**src/rtl/riscp_pkg.sv**
```systemverilog
// riscp_pkg: shared opcodes, instruction field positions and fetch FSM state type
// for the pipelined RISC core.
package riscp_pkg;

    localparam logic [5:0] OP_ORI  = 6'b000100;
    localparam logic [5:0] OP_ADDI = 6'b000101;
    localparam logic [5:0] OP_LW   = 6'b000110;
    localparam logic [5:0] OP_BZ   = 6'b001010;
    localparam logic [5:0] OP_J    = 6'b001110;

    localparam int OPC_MSB = 31;
    localparam int OPC_LSB = 26;
    localparam int RD_MSB  = 25;
    localparam int RD_LSB  = 22;
    localparam int RS_MSB  = 21;
    localparam int RS_LSB  = 18;
    localparam int RT_MSB  = 17;
    localparam int RT_LSB  = 14;
    localparam int IMM_MSB = 13;
    localparam int IMM_LSB = 0;
    localparam int IMM_W   = IMM_MSB - IMM_LSB + 1;

    typedef enum logic [1:0] {
        S_REQ  = 2'd0,
        S_WAIT = 2'd1,
        S_HOLD = 2'd2
    } fetch_state_t;

endpackage

```
**src/rtl/fetch_hold_buf.sv**
```systemverilog
// fetch_hold_buf: one-entry instruction+pc skid buffer used when a fetch response
// returns while ID is stalled. Clear wins over load, load wins over drain.
module fetch_hold_buf
    import riscp_pkg::*;
#(
    parameter int ADDR_W = 32
) (
    input  logic              clk,
    input  logic              reset,
    input  logic              load_i,
    input  logic              drain_i,
    input  logic              clear_i,
    input  logic [31:0]       instr_i,
    input  logic [ADDR_W-1:0] pc_i,
    output logic              valid_o,
    output logic [31:0]       instr_o,
    output logic [ADDR_W-1:0] pc_o
);

    logic              valid_q, valid_d;
    logic [31:0]       instr_q, instr_d;
    logic [ADDR_W-1:0] pc_q,    pc_d;

    always_comb begin
        valid_d = valid_q;
        instr_d = instr_q;
        pc_d    = pc_q;
        if (clear_i) begin
            valid_d = 1'b0;
        end else if (load_i) begin
            valid_d = 1'b1;
            instr_d = instr_i;
            pc_d    = pc_i;
        end else if (drain_i) begin
            valid_d = 1'b0;
        end
    end

    // NOTE: the payload flops are reset as well; the entry is tiny and a known
    // value keeps the IF/ID fields deterministic whichever path loads them.
    always_ff @(posedge clk or posedge reset) begin
        if (reset) begin
            valid_q <= 1'b0;
            instr_q <= '0;
            pc_q    <= '0;
        end else begin
            valid_q <= valid_d;
            instr_q <= instr_d;
            pc_q    <= pc_d;
        end
    end

    assign valid_o = valid_q;
    assign instr_o = instr_q;
    assign pc_o    = pc_q;

endmodule

```
**src/rtl/fetch_stage.sv**
```systemverilog
// fetch_stage: PC, single-outstanding instruction fetch and IF/ID register.
// Define FETCH_EARLY_JUMP_EN to retarget the PC on a returning J instruction.
module fetch_stage
    import riscp_pkg::*;
#(
    parameter int                ADDR_W   = 32,
    parameter logic [ADDR_W-1:0] RESET_PC = '0
) (
    input  logic              clk,
    input  logic              reset,
    output logic              imem_req_valid,
    output logic [ADDR_W-1:0] imem_req_addr,
    input  logic              imem_req_ready,
    input  logic              imem_rsp_valid,
    input  logic [31:0]       imem_rsp_data,
    input  logic              stall_i,
    input  logic              redirect_valid,
    input  logic [ADDR_W-1:0] redirect_pc,
    output logic              id_valid,
    output logic [ADDR_W-1:0] id_pc,
    output logic [31:0]       id_instr,
    output logic [5:0]        id_opcode,
    output logic [3:0]        id_rd,
    output logic [3:0]        id_rs,
    output logic [3:0]        id_rt,
    output logic [13:0]       id_imm14
);

    fetch_state_t      state_q, state_d;
    logic [ADDR_W-1:0] pc_q, pc_d;
    logic [ADDR_W-1:0] inflight_pc_q, inflight_pc_d;
    logic              drop_q, drop_d;
    logic              id_valid_q, id_valid_d;
    logic [ADDR_W-1:0] id_pc_q, id_pc_d;
    logic [31:0]       id_instr_q, id_instr_d;

    logic              hb_load, hb_drain, hb_clear, hb_valid;
    logic [31:0]       hb_instr;
    logic [ADDR_W-1:0] hb_pc;
    logic              id_free;

    fetch_hold_buf #(.ADDR_W(ADDR_W)) u_hold_buf (
        .clk     (clk),
        .reset   (reset),
        .load_i  (hb_load),
        .drain_i (hb_drain),
        .clear_i (hb_clear),
        .instr_i (imem_rsp_data),
        .pc_i    (inflight_pc_q),
        .valid_o (hb_valid),
        .instr_o (hb_instr),
        .pc_o    (hb_pc)
    );

    assign id_free        = !id_valid_q || !stall_i;
    assign imem_req_valid = (state_q == S_REQ) && !redirect_valid;
    assign imem_req_addr  = pc_q;

    // NOTE: every signal written here gets a default first, so no path can
    // leave one unassigned and infer a latch.
    always_comb begin
        state_d       = state_q;
        pc_d          = pc_q;
        inflight_pc_d = inflight_pc_q;
        drop_d        = drop_q;
        id_valid_d    = stall_i ? id_valid_q : 1'b0;
        id_pc_d       = id_pc_q;
        id_instr_d    = id_instr_q;
        hb_load       = 1'b0;
        hb_drain      = 1'b0;
        hb_clear      = 1'b0;

        if (redirect_valid) begin
            // Redirect beats stall; an in-flight fetch is marked for discard.
            pc_d       = redirect_pc;
            id_valid_d = 1'b0;
            hb_clear   = 1'b1;
            case (state_q)
                S_WAIT: begin
                    drop_d  = !imem_rsp_valid;
                    state_d = imem_rsp_valid ? S_REQ : S_WAIT;
                end
                S_HOLD: begin
                    drop_d  = 1'b0;
                    state_d = S_REQ;
                end
                default: ;
            endcase
        end else begin
            case (state_q)
                S_REQ: begin
                    if (imem_req_ready) begin
                        inflight_pc_d = pc_q;
                        pc_d          = pc_q + ADDR_W'(1);
                        state_d       = S_WAIT;
                    end
                end
                S_WAIT: begin
                    if (imem_rsp_valid) begin
                        if (drop_q) begin
                            drop_d  = 1'b0;
                            state_d = S_REQ;
                        end else begin
`ifdef FETCH_EARLY_JUMP_EN
                            if (imem_rsp_data[OPC_MSB:OPC_LSB] == OP_J) begin
                                pc_d = inflight_pc_q
                                     + {{(ADDR_W-IMM_W){imem_rsp_data[IMM_MSB]}},
                                        imem_rsp_data[IMM_MSB:IMM_LSB]};
                            end
`endif
                            if (id_free) begin
                                id_valid_d = 1'b1;
                                id_pc_d    = inflight_pc_q;
                                id_instr_d = imem_rsp_data;
                                state_d    = S_REQ;
                            end else begin
                                hb_load = 1'b1;
                                state_d = S_HOLD;
                            end
                        end
                    end
                end
                S_HOLD: begin
                    if (!stall_i) begin
                        id_valid_d = hb_valid;
                        id_pc_d    = hb_pc;
                        id_instr_d = hb_instr;
                        hb_drain   = 1'b1;
                        state_d    = S_REQ;
                    end
                end
                default: state_d = S_REQ;
            endcase
        end
    end

    // NOTE: sequential state uses non-blocking assignments so every flop
    // samples the values from before this edge.
    always_ff @(posedge clk or posedge reset) begin
        if (reset) begin
            state_q       <= S_REQ;
            pc_q          <= RESET_PC;
            inflight_pc_q <= '0;
            drop_q        <= 1'b0;
            id_valid_q    <= 1'b0;
            id_pc_q       <= '0;
            id_instr_q    <= '0;
        end else begin
            state_q       <= state_d;
            pc_q          <= pc_d;
            inflight_pc_q <= inflight_pc_d;
            drop_q        <= drop_d;
            id_valid_q    <= id_valid_d;
            id_pc_q       <= id_pc_d;
            id_instr_q    <= id_instr_d;
        end
    end

    assign id_valid  = id_valid_q;
    assign id_pc     = id_pc_q;
    assign id_instr  = id_instr_q;
    assign id_opcode = id_instr_q[OPC_MSB:OPC_LSB];
    assign id_rd     = id_instr_q[RD_MSB:RD_LSB];
    assign id_rs     = id_instr_q[RS_MSB:RS_LSB];
    assign id_rt     = id_instr_q[RT_MSB:RT_LSB];
    assign id_imm14  = id_instr_q[IMM_MSB:IMM_LSB];

endmodule

```
**config.mk**
```make
export PLATFORM = sky130hd
export DESIGN_NAME = fetch_stage
export DESIGN_NICKNAME = d
export VERILOG_FILES = /design/src/rtl/riscp_pkg.sv /design/src/rtl/fetch_hold_buf.sv /design/src/rtl/fetch_stage.sv
export SDC_FILE = /design/constraint.sdc
export NUM_CORES = 1
export LEC_CHECK = 0
export ABC_AREA = 1
export BUFFER_PORTS_ARGS = -buffer_cell sky130_fd_sc_hd__buf_2
export CAP_MARGIN = 0
export CORE_MARGIN = 4
export CORE_UTILIZATION = 40
export CTS_BUF_LIST = sky130_fd_sc_hd__clkbuf_8 sky130_fd_sc_hd__clkbuf_16
export CTS_CLUSTER_SIZE = 28
export DETAILED_ROUTE_END_ITERATION = 10
export GPL_TIMING_DRIVEN = 0
export PLACE_DENSITY = 0.63
export RECOVER_POWER = 50
export REMOVE_ABC_BUFFERS = 1
export SETUP_SLACK_MARGIN = 0.2
export SLEW_MARGIN = 20
export SYNTH_ARGS = -nofsm -noshare
export SYNTH_HDL_FRONTEND = slang
export SYNTH_SLANG_ARGS = --single-unit
```
**constraint.sdc**
```tcl
create_clock -name clk -period 12.6 [get_ports clk]
set_input_delay 1.26 -clock clk [delete_from_list [all_inputs] [get_ports clk]]
set_output_delay 1.26 -clock clk [all_outputs]
set_load 0.02 [all_outputs]
```
Yosys cells after proc, flatten, opt, wreduce, memory -nomap -nowiden
Cells that the tools add are included.
{"block": "word_totals", "ff_bits": 197, "output_inout_bits": 130, "elab_cells": 87}
{"block": "classes", "addsub": 1, "n_eq_ne": 10, "n_mux": 45, "bitwise": 2, "reduce_logical": 19}
{"operator": "$mux 32", "n": 11}
{"operator": "$pmux 32 s2", "n": 2}
{"operator": "$add 32x1->32 const B", "n": 1}
{"operator": "$mux 1", "n": 22}
{"operator": "$mux 2", "n": 6}
{"operator": "$reduce_bool 2->1", "n": 5}
{"operator": "$ne 3x3->1 const B", "n": 3}
{"operator": "$ne 2x2->1 const B", "n": 4}
{"operator": "$pmux 2 s3", "n": 1}
{"operator": "$reduce_and 3->1", "n": 2}
{"operator": "$reduce_and 6->1", "n": 1}
{"operator": "$logic_not 1->1", "n": 4}
{"operator": "$pmux 1 s2", "n": 2}
{"operator": "$pmux 2 s2", "n": 1}
{"operator": "$reduce_and 2->1", "n": 2}
{"operator": "$reduce_and 4->1", "n": 1}
{"operator": "$ne 3x1->1 const B", "n": 1}
{"operator": "$reduce_bool 3->1", "n": 1}
{"operator": "$eq 2x1->1 const B", "n": 1}
{"operator": "$eq 2x2->1 const B", "n": 1}
{"operator": "$logic_not 2->1", "n": 1}
{"operator": "$not 1->1", "n": 2}
{"operator": "$logic_and 1x1->1", "n": 1}
{"operator": "$logic_or 1x1->1", "n": 1}

Longest topological paths before layout
{"block": "depth", "depth_word": 9, "ltp_mapped": 11, "ltp_nobuf": 11}

By module
Synthesis repeated with hierarchy kept, for this count alone.
{"block": "unflattened", "hier_cells": 1185, "hier_area_um2": 10028.4}
{"mod": "fetch_stage", "instances": 1, "cells_each": 901, "area_per_inst_um2": 7413.4, "seq_area_each_um2": 3303.2}
{"mod": "fetch_hold_buf", "instances": 1, "cells_each": 284, "area_per_inst_um2": 2615.0, "seq_area_each_um2": 1626.6}

Least setup slack after synthesis
OpenSTA, ideal clock, no wires.
{"block": "synth_timing", "kind": "input to output", "from": "input port redirect_valid", "to": "output port imem_req_valid", "t_arrival_ps": 1738, "t_required_ps": 11340, "setup_slack_ps": 9602, "stages": 2, "path_buffers": 1, "path_cell_list": "buf_4 -> nor2_1"}
{"block": "synth_between", "elab_chain_cells": 2}
{"item": "from (decl)", "line_no": "fetch_stage.sv:17", "rtl": "input logic redirect_valid,"}
{"item": "$logic_not 1->1", "line_no": "fetch_stage.sv:56", "rtl": "assign imem_req_valid = (state_q == S_REQ) && !redirect_valid;"}
{"item": "$logic_and 1x1->1", "line_no": "fetch_stage.sv:56"}
{"item": "to (decl)", "line_no": "fetch_stage.sv:11", "rtl": "output logic imem_req_valid,"}
Every way passes these cells.

==> results by stage <==
Synthesis:
- The adder and majority cell fraction of the synthesized area is 0.540%.
- Summing every instance area after synthesis gives 0.00928 mm².
- The number of synthesized register bits is 197.
- The distinct cell type count of the synthesized netlist is 36.
- The mux cell area share after synthesis is 3.89%.
- The portion of the post-synthesis area used by sequential elements is 53.1%.
- The average cell area after synthesis is 8.64 µm².
- Summing the areas of all compound-gate instances in the mapped netlist gives 11.0% of the synthesized area.
- The xor-xnor portion of the synthesized cell area is 0.378%.
- The synthesized netlist devotes 21.7% of its cell area to simple gates.
- The Yosys warning count is 0.
- The dominant combinational cell family by area after synthesis is simple AND/OR/NAND/NOR gates.
- Counting every instance in the synthesized netlist gives 1,073.

Layout:
- For this run, the number of standard cells in the final layout without fillers is 1,513.
- The number of antenna diodes in the final layout is 0.
- The final net count is 1,290.
- The layout-stage area growth over the synthesis result is 16.2%.
- Of the cells placed in the final design, the portion with a size suffix greater than 1 is 16.7%.
- Measured on the finished design, the core utilization comes to 47.4%.
- The finished cells cover 0.0108 mm².

Place:
- After detailed placement, the total cell area comes to 0.0103 mm².
- The final HPWL from detailed placement is 16.6 mm.
- The final estimated routing congestion in global placement is 0.865.
- Before CTS, the worst setup slack after placement is 8.34 ns.
- The total placed cells including tap cells is 1,481.
- The number of port buffers is 199.

Detailed routing:
- The pre-antenna-repair detailed-routing pass consisted of 7 iterations.
- For this run, design rule violations remaining after detail routing come to 0.
- The violation count after the first detailed-routing iteration is 500.
- The wire length reported by the detailed router is 24.0 mm.
- The detail route stage leaves a number of antenna-violating nets equal to 0.
- The number of vias after detailed routing is 7,558.
- The mean number of vias per cell is 5.00.
- After detailed routing, the average wire length per cell comes to 15.8 µm.

Worst setup path:
- The type of origin of the critical path is an input port.
- The kind of cell adding the most delay to the critical path is buffers and inverters.
- At the worst endpoint, the arrival time is 5.91 ns.
- The critical path start-end classification is in2async.
- Walking the worst path, the cells encountered are clkbuf_1 -> clkinvlp_2 -> clkbuf_1.
- The peak per-stage delay on the critical path is 2.66 ns.
- In this run the worst path has a maximum fanout of 76.
- Among the stages of the critical path, the cell type that occurs most often is sky130_fd_sc_hd__clkbuf_1.
- STA puts the critical path data required time at 12.30 ns.
- The critical path contains buffers and inverters numbering 3 combined.
- Counting buffers and inverters, the worst setup path is 3 cells deep.
- Measured in cells, the most critical reg-to-reg path has a length of 9.
- STA classifies the critical path endpoint as an asynchronous set/reset pin.
- The slowest cell on the critical path is sky130_fd_sc_hd__clkbuf_1.

Power and ir drop:
- The analysis attributes to net switching a power of 0.961 mW.
- The power density of the placed cells is 224 mW/mm².
- The completed layout was analyzed and its total power is 2.42 mW.
- The static leakage power is 5.14 nW.
- The net switching share of the total power is 39.7%.
- VDD sags by at most 0.0937 mV.
- The internal power consumption is 1.46 mW.
- Per report_power, the combinational group accounts for 35.2% of the total.
- Per report_power, the clock group accounts for 22.0% of the total.
- Of the total power, registers draw 42.7%.

Clock network:
- Clock-pin slew was measured on the worst setup and hold paths at 0.06 ns.
- The root cell of the clock tree is sky130_fd_sc_hd__clkbuf_16.
- The later pin in the worst-skew pair is clocked with a latency of 0.42 ns.
- In this run the post-CTS setup repair buffer count came out at 0.
- The number of H-tree levels is 4.
- The CTS tree is built.
- The clock passes through at most 2 buffers.
- The number of hold buffers added after cts is 0.
- In this run, post-CTS repair resized a total of 0 instances.
- The clock net in this run drives a total of 197 sinks.
- The number of clock buffers inserted by TritonCTS is 17.

Timing:
- Headroom to the max-slew limit came out at -140%.
- Dividing the final minimum period by the clock period gives 49.3%.
- The total of endpoints with negative setup slack in the final report is 0.
- Setup repair after global routing left no endpoint under its margin.
- For the final routed database, the setup TNS stands at 0 ns.
- Once routing completed, OpenROAD measured the worst setup slack at 6.39 ns.
- Between clock sinks in the finished design, the worst skew comes to 0.00960 ns.
- The highest clock frequency the design can meet is 0.161 GHz.
- The max-slew violation total from the final report came to 277.
- For the finished layout, the period the worst path requires is 6.21 ns.
- The transition time at the pin with the least slew margin is 3.61 ns.
- The final-report hold violation count is 0.
- The worst hold slack across all endpoints is 0.483 ns.

Floorplan:
- The die boundary height is 160 µm.
- The number of cell rows is 55.
- The floorplan step set the die width to 160 µm.
- For this design the top-level I/O count stands at 200.
- The starting density of the core is 40.8%.
- In this run the standard cell core region covers 0.0227 mm².
- The full die area is 0.0257 mm².

GRT:
- After global routing, the most crowded layer is met2.
- Global routing used 4.34% of the available met3 tracks.
- The initial antenna violation count is 0.
- For this run, global-route usage on met1 was measured as 26.3%.
- The via count of the first global-routing pass was 7,376.
- The first global-routing pass estimated 39.4 mm of wire.
- Entering global routing, the biggest net connects 77 pins.
- For met2 alone, demand over resource in global routing was 30.6%.
- The all-layer global routing usage is 18.9%.
- The global-route congestion overflow total is 0.

Outcome:
- The flow ran to the end, but the final reports show violations.
- The checks that failed: max-capacitance violations, max-slew violations.

Worst hold path:
- The worst hold path belongs to the class reg2reg.
- The worst hold path passes through 2 cells.

Job:
- The number of max-cap violations is 5.
[state kept, by name (all words and copies together), names as in the netlist, 2 cells and up]
register / cells
u_hold_buf.instr_o: 32
u_hold_buf.pc_o: 32
imem_req_addr: 32
id_pc: 32
inflight_pc_q: 32
id_instr: 32
state_q: 2
[final cells by class]
class | count | area, µm²
fill | 2238 | 11900
multi-input combinational | 710 | 3490
sequential | 197 | 4930
tap | 285 | 357
timing repair buffer | 210 | 1130
inverter | 80 | 305
clock buffer | 17 | 425
clock inverter | 14 | 135
[worst min-delay path: stages, from the launching register on]
cell                      delay [ns]
sky130_fd_sc_hd__dfrtp_1        0.34
sky130_fd_sc_hd__nand2_1        0.05
sky130_fd_sc_hd__o21ai_0        0.06
[synthesized netlist by cell type (all sizes together)]
cell / count / share of area (%)
inv: 79 / 3.2
o21a: 2 / 0.16
nand3: 35 / 2.1
nor2: 127 / 5.6
mux2: 32 / 3.9
clkinv: 1 / 0.054
a31oi: 72 / 4.9
clkbuf: 21 / 0.85
o21ai: 77 / 4.2
dfrtp: 197 / 53
a21oi: 21 / 1.2
nand4: 10 / 0.67
buf: 65 / 5.2
o31ai: 1 / 0.081
xor2: 2 / 0.19
nor3: 8 / 0.55
a22o: 2 / 0.19
xnor2: 2 / 0.19
nor3b: 1 / 0.081
ha: 4 / 0.54
nand3b: 4 / 0.32
o311ai: 1 / 0.094
nand2: 306 / 12
o211ai: 2 / 0.16
a22oi: 1 / 0.081
[power groups by stage]
stage          Sequential (mW)  Combinational, mW  Clock, mW
6_report                  1.03              0.852      0.533
5_1_grt                   1.07              0.949      0.580
4_1_cts                   1.03              0.890      0.549
3_5_place_dp              1.04              0.888          0
3_3_place_gp              1.03              0.856          0
2_1_floorplan             1.23              0.358          0
[layout by cell type, fill, tap and decap left out, types with 7 or more instances in the layout]
cell type / netlist / final
sky130_fd_sc_hd__nand2_1: 304 / 304
sky130_fd_sc_hd__nand3_1: 33 / 33
sky130_fd_sc_hd__a21oi_1: 20 / 20
sky130_fd_sc_hd__o21ai_0: 72 / 72
sky130_fd_sc_hd__buf_2: 17 / 147
sky130_fd_sc_hd__nor3_1: 7 / 7
sky130_fd_sc_hd__inv_1: 75 / 76
sky130_fd_sc_hd__clkbuf_1: 21 / 55
sky130_fd_sc_hd__dfrtp_1: 197 / 197
sky130_fd_sc_hd__clkbuf_16: 0 / 17
sky130_fd_sc_hd__nand4_1: 10 / 10
sky130_fd_sc_hd__nor2_1: 118 / 119
sky130_fd_sc_hd__mux2_1: 32 / 32
sky130_fd_sc_hd__a31oi_1: 72 / 72
[logic make-up (layout without fill, tap and decap cells)]
logic type	after synthesis	count (layout)
compound gates	179	179
mux	32	32
buf+inv	166	321
simple gates	491	491
fa+ha+maj	4	4
xor+xnor	4	4
flops	197	197
[layer usage]
metal  vias to the layer above  share of wire, %
li1                       3773                 -
met1                      3557                47
met2                       209                47
met3                        19               5.4
met4                         0               1.1
met5                         -                 0
[path summary, 6_finish.rpt]
check	start	to	slack (ns)
max	reset	imem_req_addr[9]$_DFFE_PP0P_	6.39
min	u_hold_buf.pc_o[18]$_DFFE_PP0P_	u_hold_buf.pc_o[18]$_DFFE_PP0P_	0.48
max reg2reg	state_q[0]$_DFFE_PP0P_	imem_req_addr[24]$_DFFE_PP0P_	7.95
min reg2reg	u_hold_buf.pc_o[18]$_DFFE_PP0P_	u_hold_buf.pc_o[18]$_DFFE_PP0P_	0.48
max in group clk	redirect_valid	imem_req_addr[24]$_DFFE_PP0P_	7.00
min in group asynchronous	reset	id_instr[30]$_DFFE_PP0P_	1.79
Note: power is estimated with default switching activity, not from simulation.
